==> src/rtl/lower_layer_merge_n_pkg.sv <==
// Shared types and helpers for the lower-layer merge stage of the KNN merge-sort tree.
package lower_layer_pkg;

    typedef enum logic [1:0] {IDLE, MERGE, FIN} merge_state_t;

    // Bit width needed to hold values below 'value', never narrower than one bit.
    function automatic int clog2_safe(input int value);
        int r;
        r = $clog2(value);
        return (r < 1) ? 1 : r;
    endfunction

endpackage

==> src/rtl/lower_layer_merge_n_if.sv <==
// Load/stream bundle of the merge stage. Optional macro SORTED_SRC_EN adds sorted_src.
// Handshake: an element transfers on every cycle where update && out_ready.
interface lower_layer_merge_n_if #(
    parameter int DATA_WIDTH = 8,
    parameter int RUN_LEN    = 2
);
    import lower_layer_pkg::*;

    logic                          load;
    logic                          descend;
    logic [RUN_LEN*DATA_WIDTH-1:0] data_a;
    logic [RUN_LEN*DATA_WIDTH-1:0] data_b;
    logic                          out_ready;
    logic                          busy;
    logic                          update;
    logic [DATA_WIDTH-1:0]         sorted_data;
    logic                          done;
    merge_state_t                  dbg_state;
`ifdef SORTED_SRC_EN
    localparam int SRC_W = clog2_safe(2 * RUN_LEN);
    logic [SRC_W-1:0]              sorted_src;
`endif

    modport master (
        output load, descend, data_a, data_b, out_ready,
        input  busy, update, sorted_data, done, dbg_state
`ifdef SORTED_SRC_EN
        , input sorted_src
`endif
    );

    modport slave (
        input  load, descend, data_a, data_b, out_ready,
        output busy, update, sorted_data, done, dbg_state
`ifdef SORTED_SRC_EN
        , output sorted_src
`endif
    );

endinterface

==> src/rtl/lower_layer_merge_n_cmp_sel.sv <==
// Head-of-run selector: exhaustion checks, unsigned compare and the A-wins-ties rule.
module merge_cmp_sel #(
    parameter int DATA_WIDTH = 8
) (
    input  logic [DATA_WIDTH-1:0] a,
    input  logic [DATA_WIDTH-1:0] b,
    input  logic                  a_empty,
    input  logic                  b_empty,
    input  logic                  descend,
    output logic                  take_a
);

    always_comb begin
        take_a = 1'b0;
        if (a_empty) begin
            take_a = 1'b0;
        end else if (b_empty) begin
            take_a = 1'b1;
        end else if (descend) begin
            take_a = (a >= b);
        end else begin
            take_a = (a <= b);
        end
    end

endmodule

==> src/rtl/lower_layer_merge_n.sv <==
// Two-run merge stage: load both sorted runs at once, stream the merge out with backpressure.
// Optional macro SORTED_SRC_EN adds the sorted_src origin-index output.
module lower_layer_merge_n
    import lower_layer_pkg::*;
#(
    parameter int DATA_WIDTH = 8,
    parameter int RUN_LEN    = 2
) (
    input  logic                  clk,
    input  logic                  rst_n,
    lower_layer_merge_n_if.slave  bus
);

    localparam int PTR_W = clog2_safe(RUN_LEN + 1);
    localparam int CNT_W = clog2_safe(2 * RUN_LEN + 1);
    localparam int RUN_W = RUN_LEN * DATA_WIDTH;
    localparam logic [PTR_W-1:0] PTR_END  = PTR_W'(RUN_LEN);
    localparam logic [CNT_W-1:0] CNT_LAST = CNT_W'(2 * RUN_LEN - 1);

    merge_state_t          r_state;
    merge_state_t          w_next_state;
    logic [RUN_W-1:0]      r_run_a;
    logic [RUN_W-1:0]      r_run_b;
    logic [PTR_W-1:0]      r_ptr_a;
    logic [PTR_W-1:0]      r_ptr_b;
    logic                  r_descend;
    logic [DATA_WIDTH-1:0] w_head_a;
    logic [DATA_WIDTH-1:0] w_head_b;
    logic                  w_a_empty;
    logic                  w_b_empty;
    logic                  w_take_a;
    logic                  w_update;
    logic                  w_xfer;
    logic                  w_last;
    logic                  w_accept_load;

    // An exhausted run's pointer equals RUN_LEN and has no element; its head reads 0.
    always_comb begin
        w_head_a = '0;
        w_head_b = '0;
        for (int i = 0; i < RUN_LEN; i++) begin
            if (r_ptr_a == PTR_W'(i)) w_head_a = r_run_a[i*DATA_WIDTH +: DATA_WIDTH];
            if (r_ptr_b == PTR_W'(i)) w_head_b = r_run_b[i*DATA_WIDTH +: DATA_WIDTH];
        end
    end

    assign w_a_empty = (r_ptr_a == PTR_END);
    assign w_b_empty = (r_ptr_b == PTR_END);

    merge_cmp_sel #(.DATA_WIDTH(DATA_WIDTH)) u_cmp_sel (
        .a       (w_head_a),
        .b       (w_head_b),
        .a_empty (w_a_empty),
        .b_empty (w_b_empty),
        .descend (r_descend),
        .take_a  (w_take_a)
    );

    assign w_update = (r_state == MERGE);
    assign w_xfer   = w_update && bus.out_ready;
    assign w_last   = ((CNT_W'(r_ptr_a) + CNT_W'(r_ptr_b)) == CNT_LAST);

    always_comb begin
        w_next_state  = r_state;
        w_accept_load = 1'b0;
        unique case (r_state)
            IDLE: begin
                if (bus.load) begin
                    w_accept_load = 1'b1;
                    w_next_state  = MERGE;
                end
            end
            MERGE: begin
                if (w_xfer && w_last) w_next_state = FIN;
            end
            FIN: begin
                w_next_state = IDLE;
            end
            default: begin
                w_next_state = IDLE;
            end
        endcase
    end

    always_ff @(posedge clk) begin
        if (!rst_n) begin
            r_state   <= IDLE;
            r_run_a   <= '0;
            r_run_b   <= '0;
            r_ptr_a   <= '0;
            r_ptr_b   <= '0;
            r_descend <= 1'b0;
        end else begin
            r_state <= w_next_state;
            if (w_accept_load) begin
                r_run_a   <= bus.data_a;
                r_run_b   <= bus.data_b;
                r_ptr_a   <= '0;
                r_ptr_b   <= '0;
                r_descend <= bus.descend;
            end else if (w_xfer) begin
                if (w_take_a) r_ptr_a <= r_ptr_a + PTR_W'(1);
                else          r_ptr_b <= r_ptr_b + PTR_W'(1);
            end
        end
    end

    assign bus.update      = w_update;
    assign bus.busy        = (r_state != IDLE);
    assign bus.done        = (r_state == FIN);
    assign bus.dbg_state   = r_state;
    assign bus.sorted_data = w_update ? (w_take_a ? w_head_a : w_head_b) : '0;

`ifdef SORTED_SRC_EN
    localparam int SRC_W = clog2_safe(2 * RUN_LEN);
    // B elements are numbered after all of A so KNN can map back to the neighbour label.
    assign bus.sorted_src = !w_update ? '0 :
                            w_take_a  ? SRC_W'(r_ptr_a) :
                                        SRC_W'(RUN_LEN) + SRC_W'(r_ptr_b);
`endif

endmodule

==> src/flat_wrapper.sv <==
// flat-port wrapper written by rule: the top's interface ports become plain ports
module lower_layer_merge_n_flat import lower_layer_pkg::*;
#(
    parameter int DATA_WIDTH = 8,
    parameter int RUN_LEN    = 2
)
  (clk, rst_n, bus_load, bus_descend, bus_data_a, bus_data_b, bus_out_ready, bus_busy, bus_update, bus_sorted_data, bus_done, bus_dbg_state);
  lower_layer_merge_n_if #(.DATA_WIDTH(DATA_WIDTH), .RUN_LEN(RUN_LEN)) bus_i ();
  input  logic clk;
  input  logic rst_n;
  input wire logic [$bits(bus_i.load)-1:0] bus_load;
  input wire logic [$bits(bus_i.descend)-1:0] bus_descend;
  input wire logic [$bits(bus_i.data_a)-1:0] bus_data_a;
  input wire logic [$bits(bus_i.data_b)-1:0] bus_data_b;
  input wire logic [$bits(bus_i.out_ready)-1:0] bus_out_ready;
  output wire logic [$bits(bus_i.busy)-1:0] bus_busy;
  output wire logic [$bits(bus_i.update)-1:0] bus_update;
  output wire logic [$bits(bus_i.sorted_data)-1:0] bus_sorted_data;
  output wire logic [$bits(bus_i.done)-1:0] bus_done;
  output wire logic [$bits(bus_i.dbg_state)-1:0] bus_dbg_state;
  assign bus_i.load = bus_load;
  assign bus_i.descend = bus_descend;
  assign bus_i.data_a = bus_data_a;
  assign bus_i.data_b = bus_data_b;
  assign bus_i.out_ready = bus_out_ready;
  assign bus_busy = bus_i.busy;
  assign bus_update = bus_i.update;
  assign bus_sorted_data = bus_i.sorted_data;
  assign bus_done = bus_i.done;
  assign bus_dbg_state = bus_i.dbg_state;
  lower_layer_merge_n #(.DATA_WIDTH(DATA_WIDTH), .RUN_LEN(RUN_LEN)) u_core (.clk(clk), .rst_n(rst_n), .bus(bus_i));
endmodule
==> config.mk <==
export PLATFORM = sky130hd
export DESIGN_NAME = lower_layer_merge_n_flat
export DESIGN_NICKNAME = d
export VERILOG_FILES = /design/src/rtl/lower_layer_merge_n_pkg.sv /design/src/rtl/lower_layer_merge_n_if.sv /design/src/rtl/lower_layer_merge_n_cmp_sel.sv /design/src/rtl/lower_layer_merge_n.sv /design/src/flat_wrapper.sv
export SDC_FILE = /design/constraint.sdc
export NUM_CORES = 1
export LEC_CHECK = 0
export CAP_MARGIN = 15
export CORE_UTILIZATION = 52
export CTS_CLUSTER_DIAMETER = 100
export DETAILED_ROUTE_END_ITERATION = 7
export GPL_TIMING_DRIVEN = 0
export PLACE_DENSITY_LB_ADDON = 0.08
export SETUP_SLACK_MARGIN = 0.3
export SLEW_MARGIN = 20
export SYNTH_ARGS = -nofsm -noshare
export SYNTH_HDL_FRONTEND = slang
export SYNTH_SLANG_ARGS = --single-unit
==> constraint.sdc <==
create_clock -name clk -period 5.2 [get_ports clk]
set_input_delay 0.52 -clock clk [delete_from_list [all_inputs] [get_ports clk]]
set_output_delay 0.52 -clock clk [all_outputs]
set_load 0.02 [all_outputs]
## Word-level counts from Yosys, hierarchy flattened

Cells that the tools add are included.

- Bits of input ports: 37
- Output and inout bits: 13
- Register bits: 39

- Eq/ne operators: 9
- Add/subtract/negate cells: 3
- Magnitude comparators: 2
- Bitwise operators: 2
- Reductions and logical operators: 10
- Multiplexer cells: 14

Operator list:

| operator | count |
|---|---|
| 8-bit two-way mux | 6 |
| 8-bit greater-or-equal comparator | 1 |
| 8-bit less-or-equal comparator | 1 |
| 2-bit by 1-bit equality test with 1-bit output, second input constant | 3 |
| 2-bit equality test, second input constant | 3 |
| 2-bit logical NOT | 3 |
| 2-bit AND reduction | 3 |
| 1-bit two-way mux | 5 |
| 2-bit by 1-bit adder with 2-bit output, second input constant | 2 |
| 2-bit two-way mux | 2 |
| 2-bit inequality test, second input constant | 2 |
| 2-bit case mux with 2 select lines | 1 |
| 2-bit by 2-bit adder with 3-bit output | 1 |
| 3-bit by 2-bit equality test with 1-bit output, second input constant | 1 |
| 1-bit logical AND | 2 |
| 1-bit NOT | 2 |
| 2-bit nonzero test | 1 |
| 2-bit OR reduction | 1 |

## Logic depth before layout (Yosys ltp)

- Depth after elaboration: 9
- Mapped depth: 14

## By module

A second synthesis with hierarchy kept.

- Cell total of the unflattened synthesis: 201
- Area, all modules: 1939.4 um2

By module, submodules not included:

| module | cells an instance | area an instance (um2) | times used | sequential area each (um2) |
|---|---|---|---|---|
| lower_layer_merge_n | 168 | 1697.9 | 1 | 780.7 |
| merge_cmp_sel | 33 | 241.5 | 1 | 0.0 |

## Least setup slack after synthesis

No wires, ideal clock.

- Path kind: register -> output
- Start point: register u_core.r_ptr_b[1]
- End point: output bus_sorted_data[0]
- Cell stages (with the launch flop): 14
- Setup slack: 1772 ps
- Path buffers: 3
- Data arrival time: 2908 ps
- Path through: dfxtp_1 inv_1 ha_1 clkbuf_1 clkbuf_1 a21oi_1 ha_1 nand4_2 or2_0 and4bb_1 a211oi_2 buf_4 nor2_2 a211oi_2

- Word-level cells in the longest chain between the ends: 9

RTL lines:

| item | line | RTL |
|---|---|---|
| from (decl) | lower_layer_merge_n.sv:25 | `logic [PTR_W-1:0] r_ptr_b;` |
| from (signal assigned) | lower_layer_merge_n.sv:103 | `else r_ptr_b <= r_ptr_b + PTR_W'(1);` |
| 2-bit logical NOT | lower_layer_merge_n.sv:43 | `if (r_ptr_b == PTR_W'(i)) w_head_b = r_run_b[i*DATA_WIDTH +: DATA_WIDTH];` |
| 8-bit two-way mux (2 in a row) | lower_layer_merge_n.sv:43 |  |
| 8-bit less-or-equal comparator or 8-bit greater-or-equal comparator (tied branches) | lower_layer_merge_n_cmp_sel.sv:22, lower_layer_merge_n_cmp_sel.sv:20 |  |
| 1-bit two-way mux | lower_layer_merge_n_cmp_sel.sv:19 | `end else if (descend) begin` |
| 1-bit two-way mux | lower_layer_merge_n_cmp_sel.sv:17 | `end else if (b_empty) begin` |
| 1-bit two-way mux | lower_layer_merge_n_cmp_sel.sv:15 | `if (a_empty) begin` |
| 8-bit two-way mux * (2 in a row) | lower_layer_merge_n.sv:112 | `assign bus.sorted_data = w_update ? (w_take_a ? w_head_a : w_head_b) : '0;` |
| to (decl) | flat_wrapper.sv:18 | `output wire logic [$bits(bus_i.sorted_data)-1:0] bus_sorted_data;` |

Mark *: on every way between the ends. The rest lies on a longest branch, timed or not.

## Worst setup path in the final report

- Start point: register u_core.r_ptr_b[1]
- End point: output bus_sorted_data[7]

The elaborated chain is that of the path after synthesis.

==> run_results.csv <==
group,metric,value,unit
floorplanning,coreArea,0.003661,sq mm
floorplanning,die_w,63.58,um
final_layout,final_common_cell,"clkdlybuf4s50_1",
clocking,post-cts-setup-buffer-count,0,
yosys,syn_area,0.001972,sq mm
pwr,intPower,570.0,uW
detailed_routing,via_count,1783,
min_path,hold_path_class,"flip-flop to flip-flop",
clocking,insertion_delay,0.30,ns
yosys,syn_inst,221,
setup_path,cp.required,4.68,ns
yosys,synth_edf_count,0,
sta,fmax,221.6,MHz
sta,min_period,4.514,ns
yosys,ys_ff_latch,39,
global_route,grt_first_pass_wirelength,7362,um
final_layout,area_growth,33.69,%
global_route,grt_pass1_vias,1652,
final_layout,layout.nets,330,
clocking,clkTransAtPathRegs,0.08,ns
yosys,postSynthAreaPerCell,8.923,sq um
detailed_routing,routedWlPerCell,13.83,um
setup_path,endpoint_kind,"output pin",
pwr,sw_frac_of_total,29.99,%
yosys,synthDistinctLibCells,38,
final_layout,layout_common_cells,"clkdlybuf4s50_1, dfxtp_1, nand2_1",
yosys,seq_area_frac_synth,39.59,%
place,dp_hpwl,3435,um
yosys,yosysWarnings,0,
clocking,htreeDepth,2,
global_route,grtUsageTotal,24.08,%
sta,grt_setup_unrepaired,"no",
job,maxCapViolCount,0,
clocking,cts-hold-fix-buffers,0,
final_layout,stdcell_count,326,
detailed_routing,ant_nets,0,
clocking,cts_resized,0,
setup_path,critPathMaxFanout,10,
global_route,overflow,0,
floorplanning,die-area,0.004042,sq mm
clocking,cts_tree,"done",
pwr,power_density,308.8,mW/mm^2
setup_path,cp_data_arrival_time,3.99,ns
sta,tns,0,ns
sta,post-route-period-util,86.80,%
final_layout,multi_input_comb_area,0.001096,sq mm
floorplanning,io_pins,50,
yosys,syn_nets,274,
yosys,async_flop_share,0,%
floorplanning,rows,22,
sta,setup_viol,0,
sta,skew,0.009972,ns
pwr,pwr-share-comb,28.3,%
sta,finalHoldViolCount,0,
final_layout,fill_cells,312,
floorplanning,die_h,63.58,um
place,portBuffers,49,
clocking,ctsLongestPathBuffers,2,
final_layout,regArea,780.7,sq um
floorplanning,start_util,53.86,%
place,dp.cells,318,
pwr,seq_power_share,40.6,%
sta,maxSlewViolCount,0,
detailed_routing,drt_iter0_drc,64,
sta,worst_pin_slew,0.5432,ns
pwr,power_switching,244.1,uW
detailed_routing,drtPass1Iterations,4,
sta,timing.slew.headroom,63.79,%
detailed_routing,route.detailed.drc,0,
detailed_routing,vias_per_cell,5.469,
clocking,cts_root_buffer,"clkbuf_8",
clocking,cts_made_buffers,5,
global_route,grt_max_degree,14,
clocking,cts.sinks,39,
outcome,status,"finished clean",
setup_path,critPathLaunchType,"flip-flop",
sta,layout_setup_ws,0.6864,ns
pwr,p_leak,0.001043,uW
pwr,ir_drop,0.2117,mV
setup_path,path_class,"flip-flop to output pin",
place,pre_cts_slack,0.8525,ns
final_layout,drive_above_1_share,8.993,%
final_layout,diodes,0,
yosys,ys.flop_type,"dfxtp_1",
global_route,antenna_found_initial,0,
place,gp_congestion,0.7893,
pwr,p_clk_share,31.1,%
pwr,finalPower,814.1,uW
detailed_routing,routed_wl,4509,um
-- power groups by stage --
| stage | Combinational [uW] | Clock (uW) | Sequential [uW] |
|---|---|---|---|
| detailed placement | 231 | 0 | 338 |
| global placement | 227 | 0 | 337 |
| global route | 253 | 269 | 333 |
| finish | 230 | 253 | 331 |
| floorplan | 150 | 0 | 335 |
| CTS | 232 | 256 | 331 |
-- per-stage QoR --
stage               utilization [%]  instance area [sq um]  hold WS [ns]
floorplan                         -                   1972        0.4492
global placement              68.90                   2522        0.4624
detailed placement            68.90                   2522        0.4649
CTS                           71.98                   2635        0.4867
global route                  72.01                   2636        0.4981
finish                        72.01                   2636        0.4791
-- cells in the mapped netlist, drive strengths merged (3+ instances only) --
cell type / count / area share (%)
a211oi: 3 / 1.6
a21oi: 16 / 4.1
a22o: 33 / 15
buf: 3 / 1.2
clkbuf: 12 / 2.3
dfxtp: 39 / 40
ha: 15 / 9.5
inv: 7 / 1.3
nand2: 37 / 7.0
nor2: 14 / 2.8
o21ai: 11 / 2.8
or2: 6 / 1.9
-- per-layer routing --
layer	track usage (%)	routed length (um)	up-vias	share of wire [%]
li1	-	-	897	-
met1	29.54	2110	837	47
met5	0	0	-	0
met2	38.56	2124	41	47
met3	6.703	197	8	4.4
met4	11.36	76	0	1.7
-- layout make-up --
class / instances / share of cell area (%)
Clock buffer: 5 / 2.610
Clock inverter: 3 / 1.661
Inverter: 7 / 0.9967
Multi-Input combinational cell: 160 / 41.58
Tap cell: 48 / 2.278
Sequential cell: 39 / 29.62
Timing Repair Buffer: 49 / 18.60
Buffer: 15 / 2.658
-- registers in the layout (all words and copies together), names as in the netlist --
name / cells
u_core.r_run_a: 16
u_core.r_run_b: 16
u_core.bus.dbg_state: 2
u_core.r_ptr_a: 2
u_core.r_ptr_b: 2
u_core.r_descend: 1
-- worst max-delay path, stage by stage (launching register included) --
cell             delay [ns]
dfxtp_1                0.34
inv_1                  0.12
ha_1                   0.15
clkbuf_1               0.27
clkbuf_2               0.28
a21oi_1                0.13
ha_1                   0.34
nand4_2                0.12
or2_0                  0.25
and4bb_1               0.21
a211oi_2               0.32
buf_4                  0.24
nand2_1                0.07
a21oi_1                0.20
clkdlybuf4s50_1        0.64
-- cell families after synthesis --
| group | count (synthesis) | share of synthesized area [%] |
|---|---|---|
| AOI/OAI and AO/OA | 73 | 27.16 |
| adders and majority gates | 16 | 10.53 |
| buffers and inverters | 22 | 4.822 |
| DFF | 39 | 39.59 |
| muxes | 2 | 1.015 |
| and+or+nand+nor | 69 | 16.88 |
-- worst paths after layout --
kind	startpoint	end	slack (ns)	cells after the start
setup / recovery	u_core.r_ptr_b[1]$_SDFFE_PP0P_	bus_sorted_data[7]	0.69	14
setup reg to reg	u_core.r_ptr_b[1]$_SDFFE_PP0P_	u_core.r_ptr_b[1]$_SDFFE_PP0P_	2.13	13
hold reg to reg	u_core.r_run_a[3]$_SDFFE_PN0P_	u_core.r_run_a[3]$_SDFFE_PN0P_	0.48	1
hold / removal	u_core.r_run_a[3]$_SDFFE_PN0P_	u_core.r_run_a[3]$_SDFFE_PN0P_	0.48	1
No activity file was read; power rests on OpenSTA's default activity.
